--- src/rtl/alu_arbiter_if.sv ---
// -----------------------------------------------------------------------------
// alu_arbiter_if
// Bundles the request, response and ALU-side signals of alu_arbiter.
//   req0_*/req1_* : valid/ready request channels carrying op, a, b
//   rsp0_*/rsp1_* : valid/ready response channels carrying result
//   alu_*         : opcode/operands driven to the ALU, result returned from it
// Modports:
//   slave  : the arbiter's view
//   master : the view of the requesters plus the ALU datapath
// -----------------------------------------------------------------------------
interface alu_arbiter_if #(
    parameter int WIDTH = 16
);
    logic             req0_valid;
    logic             req0_ready;
    logic [2:0]       req0_op;
    logic [WIDTH-1:0] req0_a;
    logic [WIDTH-1:0] req0_b;

    logic             req1_valid;
    logic             req1_ready;
    logic [2:0]       req1_op;
    logic [WIDTH-1:0] req1_a;
    logic [WIDTH-1:0] req1_b;

    logic             rsp0_valid;
    logic             rsp0_ready;
    logic [WIDTH-1:0] rsp0_result;

    logic             rsp1_valid;
    logic             rsp1_ready;
    logic [WIDTH-1:0] rsp1_result;

    logic [2:0]       alu_op;
    logic [WIDTH-1:0] alu_a;
    logic [WIDTH-1:0] alu_b;
    logic [WIDTH-1:0] alu_result;

    modport slave (
        input  req0_valid, req0_op, req0_a, req0_b,
        input  req1_valid, req1_op, req1_a, req1_b,
        input  rsp0_ready, rsp1_ready, alu_result,
        output req0_ready, req1_ready,
        output rsp0_valid, rsp0_result, rsp1_valid, rsp1_result,
        output alu_op, alu_a, alu_b
    );

    modport master (
        output req0_valid, req0_op, req0_a, req0_b,
        output req1_valid, req1_op, req1_a, req1_b,
        output rsp0_ready, rsp1_ready, alu_result,
        input  req0_ready, req1_ready,
        input  rsp0_valid, rsp0_result, rsp1_valid, rsp1_result,
        input  alu_op, alu_a, alu_b
    );
endinterface

--- src/rtl/alu_arbiter.sv ---
// -----------------------------------------------------------------------------
// alu_arbiter
// Shares one ALU between two requesters. One request is granted at a time,
// its op/a/b are registered onto the ALU inputs, the result is captured after
// ALU_LATENCY further edges and returned on the owner's response channel.
//
// Parameters:
//   WIDTH       : operand/result width
//   ALU_LATENCY : edges from ALU inputs valid to ALU result valid (0..7)
// Ports:
//   clk : system clock, rising edge
//   rst : synchronous, active-high reset (aborts any operation in flight)
//   bus : alu_arbiter_if.slave (request, response and ALU signals)
//
// Build option:
//   ALU_ARBITER_FIXED_PRIO_EN defined   -> req0 always wins a tie
//   ALU_ARBITER_FIXED_PRIO_EN undefined -> round-robin tie-break via `last`
// -----------------------------------------------------------------------------
module alu_arbiter #(
    parameter int WIDTH       = 16,
    parameter int ALU_LATENCY = 1
) (
    input  logic           clk,
    input  logic           rst,
    alu_arbiter_if.slave   bus
);
    typedef enum logic [1:0] {
        IDLE = 2'd0,
        WAIT = 2'd1,
        RESP = 2'd2
    } state_t;

    localparam logic [2:0] LAT_C = 3'(ALU_LATENCY);

    state_t           state_q;
    logic [2:0]       cnt_q;
    logic             owner_q;
`ifndef ALU_ARBITER_FIXED_PRIO_EN
    logic             last_q;
`endif
    logic [2:0]       alu_op_q;
    logic [WIDTH-1:0] alu_a_q;
    logic [WIDTH-1:0] alu_b_q;
    logic             rsp0_valid_q;
    logic             rsp1_valid_q;
    logic [WIDTH-1:0] rsp0_result_q;
    logic [WIDTH-1:0] rsp1_result_q;

    logic             grant_s;
    logic             req0_ready_s;
    logic             req1_ready_s;
    logic             accept_s;
    logic             rsp_hs_s;

    // Grant selection: a lone valid wins; a tie goes to the requester that was not served last.
    always_comb begin
        grant_s = 1'b0;
        if (bus.req0_valid && bus.req1_valid) begin
`ifdef ALU_ARBITER_FIXED_PRIO_EN
            grant_s = 1'b0;
`else
            grant_s = ~last_q;
`endif
        end else if (bus.req1_valid) begin
            grant_s = 1'b1;
        end else begin
            grant_s = 1'b0;
        end
    end

    // Request ready: only in IDLE and only for the granted, valid requester.
    always_comb begin
        req0_ready_s = 1'b0;
        req1_ready_s = 1'b0;
        if (state_q == IDLE) begin
            req0_ready_s = bus.req0_valid && !grant_s;
            req1_ready_s = bus.req1_valid &&  grant_s;
        end else begin
            req0_ready_s = 1'b0;
            req1_ready_s = 1'b0;
        end
    end

    assign accept_s = req0_ready_s || req1_ready_s;

    // Response handshake on the owner's channel; a ready without valid is ignored.
    always_comb begin
        rsp_hs_s = 1'b0;
        if (owner_q) begin
            rsp_hs_s = rsp1_valid_q && bus.rsp1_ready;
        end else begin
            rsp_hs_s = rsp0_valid_q && bus.rsp0_ready;
        end
    end

    // Control FSM and all registered outputs.
    always_ff @(posedge clk) begin
        if (rst) begin
            state_q       <= IDLE;
            cnt_q         <= 3'd0;
            owner_q       <= 1'b0;
`ifndef ALU_ARBITER_FIXED_PRIO_EN
            last_q        <= 1'b1;   // req0 wins the first tie
`endif
            alu_op_q      <= 3'd0;
            alu_a_q       <= '0;
            alu_b_q       <= '0;
            rsp0_valid_q  <= 1'b0;
            rsp1_valid_q  <= 1'b0;
            rsp0_result_q <= '0;
            rsp1_result_q <= '0;
        end else begin
            case (state_q)
                IDLE: begin
                    if (accept_s) begin
                        alu_op_q <= grant_s ? bus.req1_op : bus.req0_op;
                        alu_a_q  <= grant_s ? bus.req1_a  : bus.req0_a;
                        alu_b_q  <= grant_s ? bus.req1_b  : bus.req0_b;
                        cnt_q    <= LAT_C;
                        owner_q  <= grant_s;
                        state_q  <= WAIT;
                    end else begin
                        state_q  <= IDLE;
                    end
                end
                WAIT: begin
                    // Counter reaches zero on the edge where the ALU result is valid.
                    if (cnt_q == 3'd0) begin
                        if (owner_q) begin
                            rsp1_result_q <= bus.alu_result;
                            rsp1_valid_q  <= 1'b1;
                        end else begin
                            rsp0_result_q <= bus.alu_result;
                            rsp0_valid_q  <= 1'b1;
                        end
                        state_q <= RESP;
                    end else begin
                        cnt_q   <= cnt_q - 3'd1;
                    end
                end
                RESP: begin
                    if (rsp_hs_s) begin
                        rsp0_valid_q <= 1'b0;
                        rsp1_valid_q <= 1'b0;
`ifndef ALU_ARBITER_FIXED_PRIO_EN
                        last_q       <= owner_q;
`endif
                        state_q      <= IDLE;
                    end else begin
                        state_q      <= RESP;
                    end
                end
                default: begin
                    state_q <= IDLE;
                end
            endcase
        end
    end

    assign bus.req0_ready  = req0_ready_s;
    assign bus.req1_ready  = req1_ready_s;
    assign bus.alu_op      = alu_op_q;
    assign bus.alu_a       = alu_a_q;
    assign bus.alu_b       = alu_b_q;
    assign bus.rsp0_valid  = rsp0_valid_q;
    assign bus.rsp1_valid  = rsp1_valid_q;
    assign bus.rsp0_result = rsp0_result_q;
    assign bus.rsp1_result = rsp1_result_q;

endmodule

--- src/flat_wrapper.sv ---
// flat-port wrapper written by rule: the top's interface ports become plain ports
module alu_arbiter_flat 
#(
    parameter int WIDTH       = 16,
    parameter int ALU_LATENCY = 1
)
  (clk, rst, bus_req0_valid, bus_req0_op, bus_req0_a, bus_req0_b, bus_req1_valid, bus_req1_op, bus_req1_a, bus_req1_b, bus_rsp0_ready, bus_rsp1_ready, bus_alu_result, bus_req0_ready, bus_req1_ready, bus_rsp0_valid, bus_rsp0_result, bus_rsp1_valid, bus_rsp1_result, bus_alu_op, bus_alu_a, bus_alu_b);
  alu_arbiter_if #(.WIDTH(WIDTH)) bus_i ();
  input  logic clk;
  input  logic rst;
  input wire logic [$bits(bus_i.req0_valid)-1:0] bus_req0_valid;
  input wire logic [$bits(bus_i.req0_op)-1:0] bus_req0_op;
  input wire logic [$bits(bus_i.req0_a)-1:0] bus_req0_a;
  input wire logic [$bits(bus_i.req0_b)-1:0] bus_req0_b;
  input wire logic [$bits(bus_i.req1_valid)-1:0] bus_req1_valid;
  input wire logic [$bits(bus_i.req1_op)-1:0] bus_req1_op;
  input wire logic [$bits(bus_i.req1_a)-1:0] bus_req1_a;
  input wire logic [$bits(bus_i.req1_b)-1:0] bus_req1_b;
  input wire logic [$bits(bus_i.rsp0_ready)-1:0] bus_rsp0_ready;
  input wire logic [$bits(bus_i.rsp1_ready)-1:0] bus_rsp1_ready;
  input wire logic [$bits(bus_i.alu_result)-1:0] bus_alu_result;
  output wire logic [$bits(bus_i.req0_ready)-1:0] bus_req0_ready;
  output wire logic [$bits(bus_i.req1_ready)-1:0] bus_req1_ready;
  output wire logic [$bits(bus_i.rsp0_valid)-1:0] bus_rsp0_valid;
  output wire logic [$bits(bus_i.rsp0_result)-1:0] bus_rsp0_result;
  output wire logic [$bits(bus_i.rsp1_valid)-1:0] bus_rsp1_valid;
  output wire logic [$bits(bus_i.rsp1_result)-1:0] bus_rsp1_result;
  output wire logic [$bits(bus_i.alu_op)-1:0] bus_alu_op;
  output wire logic [$bits(bus_i.alu_a)-1:0] bus_alu_a;
  output wire logic [$bits(bus_i.alu_b)-1:0] bus_alu_b;
  assign bus_i.req0_valid = bus_req0_valid;
  assign bus_i.req0_op = bus_req0_op;
  assign bus_i.req0_a = bus_req0_a;
  assign bus_i.req0_b = bus_req0_b;
  assign bus_i.req1_valid = bus_req1_valid;
  assign bus_i.req1_op = bus_req1_op;
  assign bus_i.req1_a = bus_req1_a;
  assign bus_i.req1_b = bus_req1_b;
  assign bus_i.rsp0_ready = bus_rsp0_ready;
  assign bus_i.rsp1_ready = bus_rsp1_ready;
  assign bus_i.alu_result = bus_alu_result;
  assign bus_req0_ready = bus_i.req0_ready;
  assign bus_req1_ready = bus_i.req1_ready;
  assign bus_rsp0_valid = bus_i.rsp0_valid;
  assign bus_rsp0_result = bus_i.rsp0_result;
  assign bus_rsp1_valid = bus_i.rsp1_valid;
  assign bus_rsp1_result = bus_i.rsp1_result;
  assign bus_alu_op = bus_i.alu_op;
  assign bus_alu_a = bus_i.alu_a;
  assign bus_alu_b = bus_i.alu_b;
  alu_arbiter #(.WIDTH(WIDTH), .ALU_LATENCY(ALU_LATENCY)) u_core (.clk(clk), .rst(rst), .bus(bus_i));
endmodule
--- config.mk ---
export PLATFORM = sky130hd
export DESIGN_NAME = alu_arbiter_flat
export DESIGN_NICKNAME = d
export VERILOG_FILES = /design/src/rtl/alu_arbiter_if.sv /design/src/rtl/alu_arbiter.sv /design/src/flat_wrapper.sv
export SDC_FILE = /design/constraint.sdc
export NUM_CORES = 1
export LEC_CHECK = 0
export BUFFER_PORTS_ARGS = -buffer_cell sky130_fd_sc_hd__buf_2
export CORE_MARGIN = 2
export CORE_UTILIZATION = 25
export DETAILED_ROUTE_END_ITERATION = 12
export PLACE_DENSITY = 0.45
export SLEW_MARGIN = 10
export SYNTH_ARGS = -nofsm -noshare
export SYNTH_HDL_FRONTEND = slang
export SYNTH_SLANG_ARGS = --single-unit
--- constraint.sdc ---
create_clock -name clk -period 2.4 [get_ports clk]
set_input_delay 0.24 -clock clk [delete_from_list [all_inputs] [get_ports clk]]
set_output_delay 0.24 -clock clk [all_outputs]
set_load 0.005 [all_outputs]
==> results of run 1 <==
-- layout make-up --
| class | instances | area, sq um |
|---|---|---|
| Sequential cell | 76 | 1521 |
| Clock inverter | 1 | 30.03 |
| Tap cell | 176 | 220.2 |
| Timing Repair Buffer | 170 | 870.8 |
| Fill cell | 1398 | 8588 |
| Multi-Input combinational cell | 261 | 1609 |
| Clock buffer | 15 | 267.8 |
| Inverter | 8 | 30.03 |
-- flip-flops by register name, summed over array words and instances (netlist names) --
name and flops:
u_core.bus.alu_op 3, u_core.bus.alu_b 16, u_core.cnt_q 3, u_core.last_q 1
u_core.state_q 2, u_core.bus.rsp0_result 16, u_core.owner_q 1, u_core.bus.rsp1_valid 1
u_core.bus.rsp1_result 16, u_core.bus.rsp0_valid 1, u_core.bus.alu_a 16
-- kinds of logic after synthesis --
| group | share of synthesized area [%] |
|---|---|
| fa+ha+maj | 0.7515 |
| simple gates | 17.96 |
| buf+inv | 6.200 |
| compound gates | 19.77 |
| mux | 9.621 |
| flops | 45.70 |
-- stage by stage --
stage,instances,worst slack [ns],util (%),hold slack [ns],power (W)
3_5_place_dp,691,0.6161,32.36,0.4454,0.002275
5_1_grt,707,0.2918,34.63,0.1709,0.003814
2_1_floorplan,379,0.9616,-,0.3999,0.001975
6_report,707,0.4070,34.63,0.1680,0.003615
4_1_cts,707,0.3438,34.63,0.1506,0.003670
3_3_place_gp,691,0.6812,32.36,0.4416,0.002271
-- tightest hold or removal path: stages --
cell,delay [ns]
buf_2,0.10
nand2_1,0.06
mux2i_1,0.06
-- per-layer routing --
| metal | GRT usage, % | wire, um |
|---|---|---|
| met1 | 18.97 | 4722 |
| met2 | 21.98 | 4366 |
| met3 | 4.789 | 1064 |
| met4 | 5.735 | 159 |
| met5 | 0 | 0 |
-- final timing paths --
check,start,to,slack [ns],cells after the start
setup / recovery,u_core.last_q,bus_req1_ready,0.41,3
hold / removal,bus_alu_result[0],u_core.bus.rsp0_result[0],0.17,3
setup reg to reg,u_core.last_q,u_core.bus.alu_b[15],0.76,3
hold reg to reg,u_core.bus.rsp0_result[8],u_core.bus.rsp0_result[8],0.46,2
-- where the power goes --
group          internal, W  switching, W
Combinational     0.000335      0.000411
Clock             0.000864      0.000509
Sequential         0.00141     0.0000891
Total              0.00261       0.00101
-- placed cells by master (no fill, tap or decap), types with 2 or more instances in the layout --
| master | count |
|---|---|
| a21oi_1 | 36 |
| a311oi_1 | 27 |
| a311oi_2 | 8 |
| a31oi_1 | 2 |
| and2_1 | 2 |
| buf_2 | 162 |
| buf_4 | 8 |
| clkbuf_1 | 4 |
| clkbuf_16 | 9 |
| clkbuf_8 | 2 |
| dfxtp_1 | 76 |
| ha_1 | 2 |
| inv_1 | 7 |
| mux2i_1 | 32 |
| nand2_1 | 119 |
| nand2b_1 | 4 |
| nand3_1 | 3 |
| nor2_1 | 4 |
| o21ai_0 | 2 |
==> summary.txt, run 1 <==
Logic synthesis
  – Avg Inst Size Synth: 8.785 sq um
  – Top cell type's share of synthesized area: between 40% and 50%
  – Synth cell types: 40
  – Post-synth top area cell: dfxtp_1
  – Synth area leaders: dfxtp_1 (46%), nand2_1 (13%), mux2i_1 (9.6%)
  – Post-Synthesis Cells: between 300 and 400
  – Most common library cells after synthesis: nand2_1 (119), dfxtp_1 (76), a21oi_1 (36)
  – Yosys warning total: 0
  – Flops & latches, synth: 76
  – Post-synth EDFFs: 0
  – Count leader, synth: nand2_1
  – Main flop type after synthesis: dfxtp_1
  – Synth Net Count: 473
  – Syn Std Cell Area: around 0.0033 sq mm
  – Asr flop ratio synth: 0%
  – Register area share after synthesis: 45.70%

Route
  – Routed Antenna Nets: 0
  – DRC errors left: 0
  – Routed wire length: about 10000 um
  – Starting DRT DRC Count: approximately 230
  – Via density: ~4.7
  – Routed length per placed instance: between 10 and 15 um
  – Vias: 3305
  – First-pass iteration count of the detailed router: 4

Global route
  – First-pass GRT wire length: 16460 um
  – Largest net degree at the start of global routing: 44
  – Vias in the first global route: 3180
  – All-Layer GR Usage: 14.48%
  – Initial antenna violation count: 0
  – Gr ovfl total: 0

Setup path
  – Critical path's slowest cell: a21bo_2
  – Worst Setup End Kind: output port
  – CP Class: reg2out
  – Crit path buf inv count: 1
  – Crit path max fanout: 36
  – Cell Chain, Critical Path: a21bo_2 -> nor3_1 -> buf_2
  – CP top delay family: compound AO/OA/AOI/OAI gates
  – Slowest cell delay on critical path: 0.67 ns
  – Worst Path Required: about 2.2 ns
  – CP arrival: 1.75 ns
  – Critical Path Source Type: register

Floorplan
  – Die Y: 119.4 um
  – Die area: 0.01426 sq mm
  – # IOs: between 150 and 200
  – Initial Util: between 20% and 30%
  – Core box area: 0.01314 sq mm
  – Die X: 119.4 um
  – # rows: 42

STA
  – Max Clk Rate: 0.5018 GHz
  – Final period util: 83.04%
  – Total negative setup slack: 0 ns
  – RSZ-0062 raised after global routing: no
  – Final Skew: 0.005245 ns
  – Final Critical Period: 1.993 ns
  – Max-slew headroom: 49.75%
  – Worst slew pin tran: approximately 0.75 ns
  – Final setup viols: 0
  – Max-slew violations: 0
  – Final Hold Viols: 0

Job
  – Max Cap Violations: 0

Finish
  – Syn-to-layout area delta: 36.64%
  – # diodes: 0
  – Final Cell Area: around 0.0045 sq mm
  – Fraction of layout cells with a size suffix above 1: 37.66%
  – # nets final: 620

Clock network
  – Reg clk slew, reported paths: 0.06 ns
  – TritonCTS clock tree: done
  – Clock tree buffer depth: 2
  – H-tree depth: 3
  – CTS Root Cell: clkbuf_16
  – CTS hold repair buffers: 0
  – Clk_lat worst skew: 0.34 ns
  – Postcts setup bufs: 0
  – PostCTS Resize Cnt: 0
  – Total clock buffers created by CTS: 9
  – CTS sink count: 76

Placed design
  – Port bufs: ~160
  – Placed cell area: 0.004252 sq mm
  – GPL Wtd Cong: just over 0.7
  – Post-DP HPWL: 7094 um

Power and ir drop
  – Peak VDD IR: 0.2824 mV
  – PD cells: between 700 and 800 mW/mm^2
  – Pleak: 2.171 nW

Status
  – Status: completed

Min path
  – Min-Delay Path Class: in2reg
Power figures use the tool's default switching activity.
==> run 2, diff against run 1 <==
PLACE_DENSITY = 0.46   (was 0.45)
clock period = 1.82 ns   (was 2.4 ns; I/O delays follow)
==> summary.txt, run 2 (synthesized netlist as in run 1, its figures left out) <==
Setup path
  – R2R cell count: 6 (was 3)
  – Worst r2r src: u_core.cnt_q[0] (was u_core.last_q)
  – Worst Setup End Kind: output port (unchanged)
  – Critical Path Source Type: register (unchanged)
  – RR Endpoint: u_core.bus.rsp1_result[12] (was u_core.bus.alu_b[15])
  – R2r setup slk: 0.32 ns (was 0.76 ns)
  – Slowest cell delay on critical path: 0.51 ns (was 0.67 ns)
  – Critical path's slowest cell: or3b_2 (was a21bo_2)
  – Worst Path Required: 1.64 ns (was 2.16 ns)
  – CP Class: reg2out (unchanged)
  – CP arrival: 1.52 ns (was 1.75 ns)
  – Crit path max fanout: 9 (was 36)
  – Worst Setup SP: u_core.state_q[1] (was u_core.last_q)
  – Cell Chain, Critical Path: or3b_2 -> nor2_1 -> buf_2 (was a21bo_2 -> nor3_1 -> buf_2)

Finish
  – Fin util: 34.54% (was 34.63%)
  – Syn-to-layout area delta: 36.30% (was 36.64%)
  – # nets final: 622 (was 620)
  – Storage element area: 0.001521 sq mm (unchanged)
  – Fraction of layout cells with a size suffix above 1: 37.90% (was 37.66%)
  – Commonest non-fill, non-tap cell in the layout: buf_2 (unchanged)
  – Area occupied by multi-input gates: 0.001602 sq mm (was 0.001609 sq mm)
  – Filler cells: 1394 (was 1398)
  – Most frequent cells in the layout: buf_2 (162), nand2_1 (119), dfxtp_1 (76), a21oi_1 (36), mux2i_1 (32) (unchanged)

STA
  – Final setup viols: 0 (unchanged)
  – Worst slew pin tran: 0.5185 ns (was 0.7537 ns)
  – Max-slew violations: 0 (unchanged)
  – Max Clk Rate: ~0.59 GHz
  – Final period util: ~94%
  – Max-slew headroom: 65.43% (was 49.75%)
  – Total negative setup slack: 0 ns (unchanged)
  – Final Skew: 0.006501 ns (was 0.005245 ns)
  – Final Critical Period: about 1.7 ns
  – Final worst-path setup slack: 0.1176 ns (was 0.4070 ns)
  – Final Hold Viols: 0 (unchanged)
  – RSZ-0062 raised after global routing: no (unchanged)

Route
  – Routed length per placed instance: 14.12 um (was 14.59 um)
  – Routed Antenna Nets: 0 (unchanged)
  – DRC errors left: 0 (unchanged)
  – Starting DRT DRC Count: 179 (was 232)
  – Routed wire length: 10030 um (was 10310 um)
  – Vias: 3295 (was 3305)
  – First-pass iteration count of the detailed router: 5 (was 4)
  – Via density: 4.641 (was 4.675)

Clock network
  – CTS Root Cell: clkbuf_16 (unchanged)
  – Clk_lat worst skew: 0.34 ns (about the same)
  – Total clock buffers created by CTS: 9 (unchanged)
  – TritonCTS clock tree: done (unchanged)
  – CTS hold repair buffers: 0 (unchanged)
  – CTS sink count: 76 (unchanged)
  – H-tree depth: 3 (unchanged)
  – Clock tree buffer depth: 2 (unchanged)
  – Reg clk slew, reported paths: 0.06 ns (about the same)
  – PostCTS Resize Cnt: 0 (unchanged)
  – Postcts setup bufs: 0 (unchanged)

Global route
  – Met3 usage: 6.274% (was 4.789%)
  – Initial antenna violation count: 1 (was 0)
  – Largest net degree at the start of global routing: 51 (was 44)
  – GRT Max-Usage Layer: met2 (unchanged)
  – Met1 GRT Util: 18.35% (was 18.97%)
  – Met2 Resource Use GR: 21.52% (was 21.98%)
  – Vias in the first global route: 3248 (was 3180)
  – All-Layer GR Usage: 14.24% (was 14.48%)
  – First-pass GRT wire length: 16240 um (was 16460 um)
  – Gr ovfl total: 0 (unchanged)

Floorplan
  – # rows: 42 (unchanged)
  – Die Y: 119.4 um (unchanged)
  – Initial Util: 25.34% (unchanged)
  – Die area: 0.01426 sq mm (unchanged)
  – Core box area: 0.01314 sq mm (unchanged)
  – # IOs: 163 (unchanged)
  – Die X: 119.4 um (unchanged)

Job
  – Max Cap Violations: 0 (unchanged)

Power and ir drop
  – Pleak: 2.168 nW (was 2.171 nW)
  – Peak VDD IR: 0.5719 mV (was 0.2824 mV)
  – PD cells: 1012 mW/mm^2 (was 794.6 mW/mm^2)

Placed design
  – Port bufs: 162 (unchanged)
  – Post-DP HPWL: 6869 um (was 7094 um)
  – Pre-CTS setup slack: 0.3024 ns (was 0.6161 ns)
  – GPL Wtd Cong: 0.6947 (was 0.7264)

Min path
  – Hold path depth: 3 (unchanged)
  – Hold Startpoint: bus_req0_a[10] (was bus_alu_result[0])
  – Min-Delay Path Class: in2reg (unchanged)
  – Hold Path End: u_core.bus.alu_a[10] (was u_core.bus.rsp0_result[0])

Status
  – Status: completed (unchanged)
==> run 2: cell types whose count changed in the layout (fill, tap and decap cells not counted), sizes merged <==
cell / previous run / this run
clkinv: 0 / 2
diode: 0 / 1
buf: 170 / 172
clkbuf: 15 / 14
bufinv: 1 / 0
==> run 2: worst max-delay path by stage <==
stage / end / slack [ns] / cells after the start
6_report: bus_req0_ready / 0.12 / 3
3_5_place_dp: u_core.bus.rsp1_result[12] / 0.30 / 6
3_3_place_gp: u_core.bus.rsp1_result[9] / 0.38 / 6
5_1_grt: bus_req0_ready / 0.04 / 3
4_1_cts: bus_req0_ready / 0.1 / 3
2_1_floorplan: u_core.bus.rsp1_result[10] / 0.38 / 6
==> run 2: power breakdown <==
group	switching (W)	total (W)	internal (W)
Clock	0.000682	0.00164	0.000958
Sequential	0.000112	0.00197	0.00186
Combinational	0.000541	0.000988	0.000447
==> run 2: per-layer routing <==
metal  wire (um)  vias to the layer above  part of all wire (%)
met5           0                        -                     0
met4         113                        0                   1.1
met3        1050                       13                    10
met2        4105                      163                    41
met1        4757                     1498                    47
li1            -                     1621                     -
==> run 2: per-stage QoR <==
stage / area, sq um / power (W) / hold slack, ns / instances
after floorplan: 3329 / 0.002605 / 0.3419 / 379
after global placement: 4272 / 0.002990 / 0.4420 / 693
after detailed placement: 4272 / 0.002996 / 0.4465 / 693
after CTS: 4536 / 0.004667 / 0.09152 / 709
after global routing: 4536 / 0.004863 / 0.09724 / 709
final: 4538 / 0.004595 / 0.1061 / 710
==> run 2: layout make-up <==
cell class	instances	area share, %
Multi-Input combinational cell	261	35.29
Sequential cell	76	33.53
Timing Repair Buffer	172	19.80
Clock buffer	14	5.597
Tap cell	176	4.852
Inverter	8	0.6617
Clock inverter	2	0.2206
Antenna cell	1	0.05514
==> run 2: worst max-delay path, delay by kind of cell (launching register included) <==
family,cells,cell delay (ns)
and+or+nand+nor,2,0.65
DFF,1,0.40
buffers and inverters,1,0.13
==> run 3, diff against run 2 <==
PLACE_DENSITY = 0.47   (was 0.46)
SETUP_SLACK_MARGIN = 0.5   (was not set)
==> summary.txt, run 3 (synthesized netlist as in run 1, its figures left out) <==
Floorplan
  – # IOs: 163 (unchanged)
  – Die Y: 119.4 um (unchanged)
  – Core box area: 0.01314 sq mm (unchanged)
  – Die X: 119.4 um (unchanged)
  – Initial Util: 25.34% (unchanged)
  – Die area: 0.01426 sq mm (unchanged)
  – # rows: 42 (unchanged)

STA
  – Final Critical Period: 1.475 ns (was 1.702 ns)
  – Final setup viols: 0 (unchanged)
  – Total negative setup slack: 0 ns (unchanged)
  – Worst slew pin tran: 0.4859 ns (was 0.5185 ns)
  – Final Hold Viols: 0 (unchanged)
  – Final period util: 81.03% (was 93.54%)
  – Final Skew: 0.006222 ns (was 0.006501 ns)
  – Max Clk Rate: 0.6781 GHz (was 0.5874 GHz)
  – Max-slew violations: 0 (unchanged)
  – RSZ-0062 raised after global routing: yes (was no)
  – Max-slew headroom: 67.61% (was 65.43%)

Finish
  – Filler cells: 1375 (was 1394)
  – Area occupied by multi-input gates: 0.001879 sq mm (was 0.001602 sq mm)
  – Most frequent cells in the layout: buf_2 (162), nand2_1 (118), dfxtp_1 (70), mux2i_1 (32), a21oi_1 (30) (was buf_2 (162), nand2_1 (119), dfxtp_1 (76), a21oi_1 (36), mux2i_1 (32))
  – Layout Cells excl Fill: 742 (was 710)
  – Final Cell Area: 0.005274 sq mm (was 0.004538 sq mm)
  – Storage element area: 0.001534 sq mm (was 0.001521 sq mm)
  – # diodes: 0 (was 1)
  – Commonest non-fill, non-tap cell in the layout: buf_2 (unchanged)
  – # nets final: 655 (was 622)
  – Fraction of layout cells with a size suffix above 1: 48.41% (was 37.90%)
  – Syn-to-layout area delta: 58.40% (was 36.30%)

Route
  – Routed wire length: 12000 um (was 10030 um)
  – First-pass iteration count of the detailed router: 4 (was 5)
  – Routed length per placed instance: 16.18 um (was 14.12 um)
  – Via density: 4.716 (was 4.641)
  – DRC errors left: 0 (unchanged)
  – Vias: 3499 (was 3295)
  – Starting DRT DRC Count: 176 (was 179)
  – Routed Antenna Nets: 0 (unchanged)

Placed design
  – GPL Wtd Cong: 0.7542 (was 0.6947)
  – Placed cell area: 0.004294 sq mm (was 0.004272 sq mm)
  – Dpl cells: 692 (was 693)
  – Post-DP HPWL: 6972 um (was 6869 um)
  – Port bufs: 162 (unchanged)

Power and ir drop
  – Peak VDD IR: 0.4312 mV (was 0.5719 mV)
  – Design Power: 0.005356 W (was 0.004595 W)
  – PD cells: 1016 mW/mm^2 (was 1012 mW/mm^2)
  – Pleak: 2.441 nW (was 2.168 nW)

Clock network
  – TritonCTS clock tree: done (unchanged)
  – Clk_lat worst skew: 0.34 ns (about the same)
  – Total clock buffers created by CTS: 9 (unchanged)
  – Clock tree buffer depth: 2 (unchanged)
  – Reg clk slew, reported paths: 0.06 ns (about the same)
  – CTS Root Cell: clkbuf_16 (unchanged)
  – CTS sink count: 76 (unchanged)
  – H-tree depth: 3 (unchanged)

Setup path
  – CP Class: reg2out (unchanged)
  – CP arrival: 1.29 ns (was 1.52 ns)
  – Worst Path Required: 1.64 ns (about the same)
  – Critical Path Source Type: register (unchanged)
  – Worst Setup End Kind: output port (unchanged)
  – Crit path max fanout: 2 (was 9)

Global route
  – All-Layer GR Usage: 15.49% (was 14.24%)
  – First-pass GRT wire length: 17360 um (was 16240 um)
  – Largest net degree at the start of global routing: 51 (unchanged)
  – Initial antenna violation count: 0 (was 1)
  – Vias in the first global route: 3359 (was 3248)
  – Gr ovfl total: 0 (unchanged)

Status
  – Status: completed (unchanged)

Min path
  – Min-Delay Path Class: in2reg (unchanged)

Job
  – Max Cap Violations: 0 (unchanged)
==> run 3: changes by cell type in the layout (fill, tap and decap cells not counted), sizes merged <==
cell	change
buf	+26
and2	+4
clkinvlp	+2
clkbuf	+1
clkinv	-1
diode	-1
nand2	+1
==> run 3: critical path, cell delays in order (launching register included) <==
cell     delay (ns)
dfxtp_4        0.34
or3b_4         0.41
nor2_4         0.09
buf_2          0.11
==> run 3: stage by stage <==
step / util, % / hold slack (ns) / setup WS [ns]
final: 40.14 / 0.1077 / 0.3452
after global routing: 40.14 / 0.1014 / 0.2952
after CTS: 36.96 / 0.09475 / 0.3123
after detailed placement: 32.69 / 0.4425 / 0.3782
after global placement: 32.69 / 0.4393 / 0.4126
after floorplan: - / 0.3419 / 0.5000
==> run 3: layer usage <==
layer	part of all wire, %	global-route usage [%]	vias to the layer above
met5	0	0	-
met4	2.1	6.618	0
met3	9.2	5.508	18
met2	45	23.71	158
met1	43	19.72	1625
li1	-	-	1698
==> run 3: final cells by class <==
cell class	instances	share of cell area (%)
Clock buffer	13	5.125
Clock inverter	3	0.3796
Inverter	8	0.6643
Multi-Input combinational cell	266	35.63
Sequential cell	76	29.09
Tap cell	176	4.176
Timing Repair Buffer	200	24.93
==> run 3: worst paths after layout <==
path                                           startpoint                          to  slack (ns)  cells after the start
worst min-delay path                        bus_req0_b[6]         u_core.bus.alu_b[6]        0.11                      3
worst max-delay path                    u_core.state_q[1]              bus_req0_ready        0.35                      3
worst min register to register  u_core.bus.rsp0_result[4]   u_core.bus.rsp0_result[4]        0.46                      2
worst max register to register          u_core.state_q[1]  u_core.bus.rsp1_result[13]        0.43                      6
==> run 3: power by group <==
group,internal (W),switching (W)
Sequential,0.00186,0.000119
Combinational,0.000854,0.000791
Clock,0.00103,0.000700
Total,0.00375,0.00161
==> run 3: repair_timing <==
item / CTS / global route
hold buffers: 0 / 0
endpoints found under the setup margin: 73 / 71
buffers inserted: 9 / 14
gates cloned: 5 / 6
pin swaps: 11 / 33
resized for setup: 26 / 41
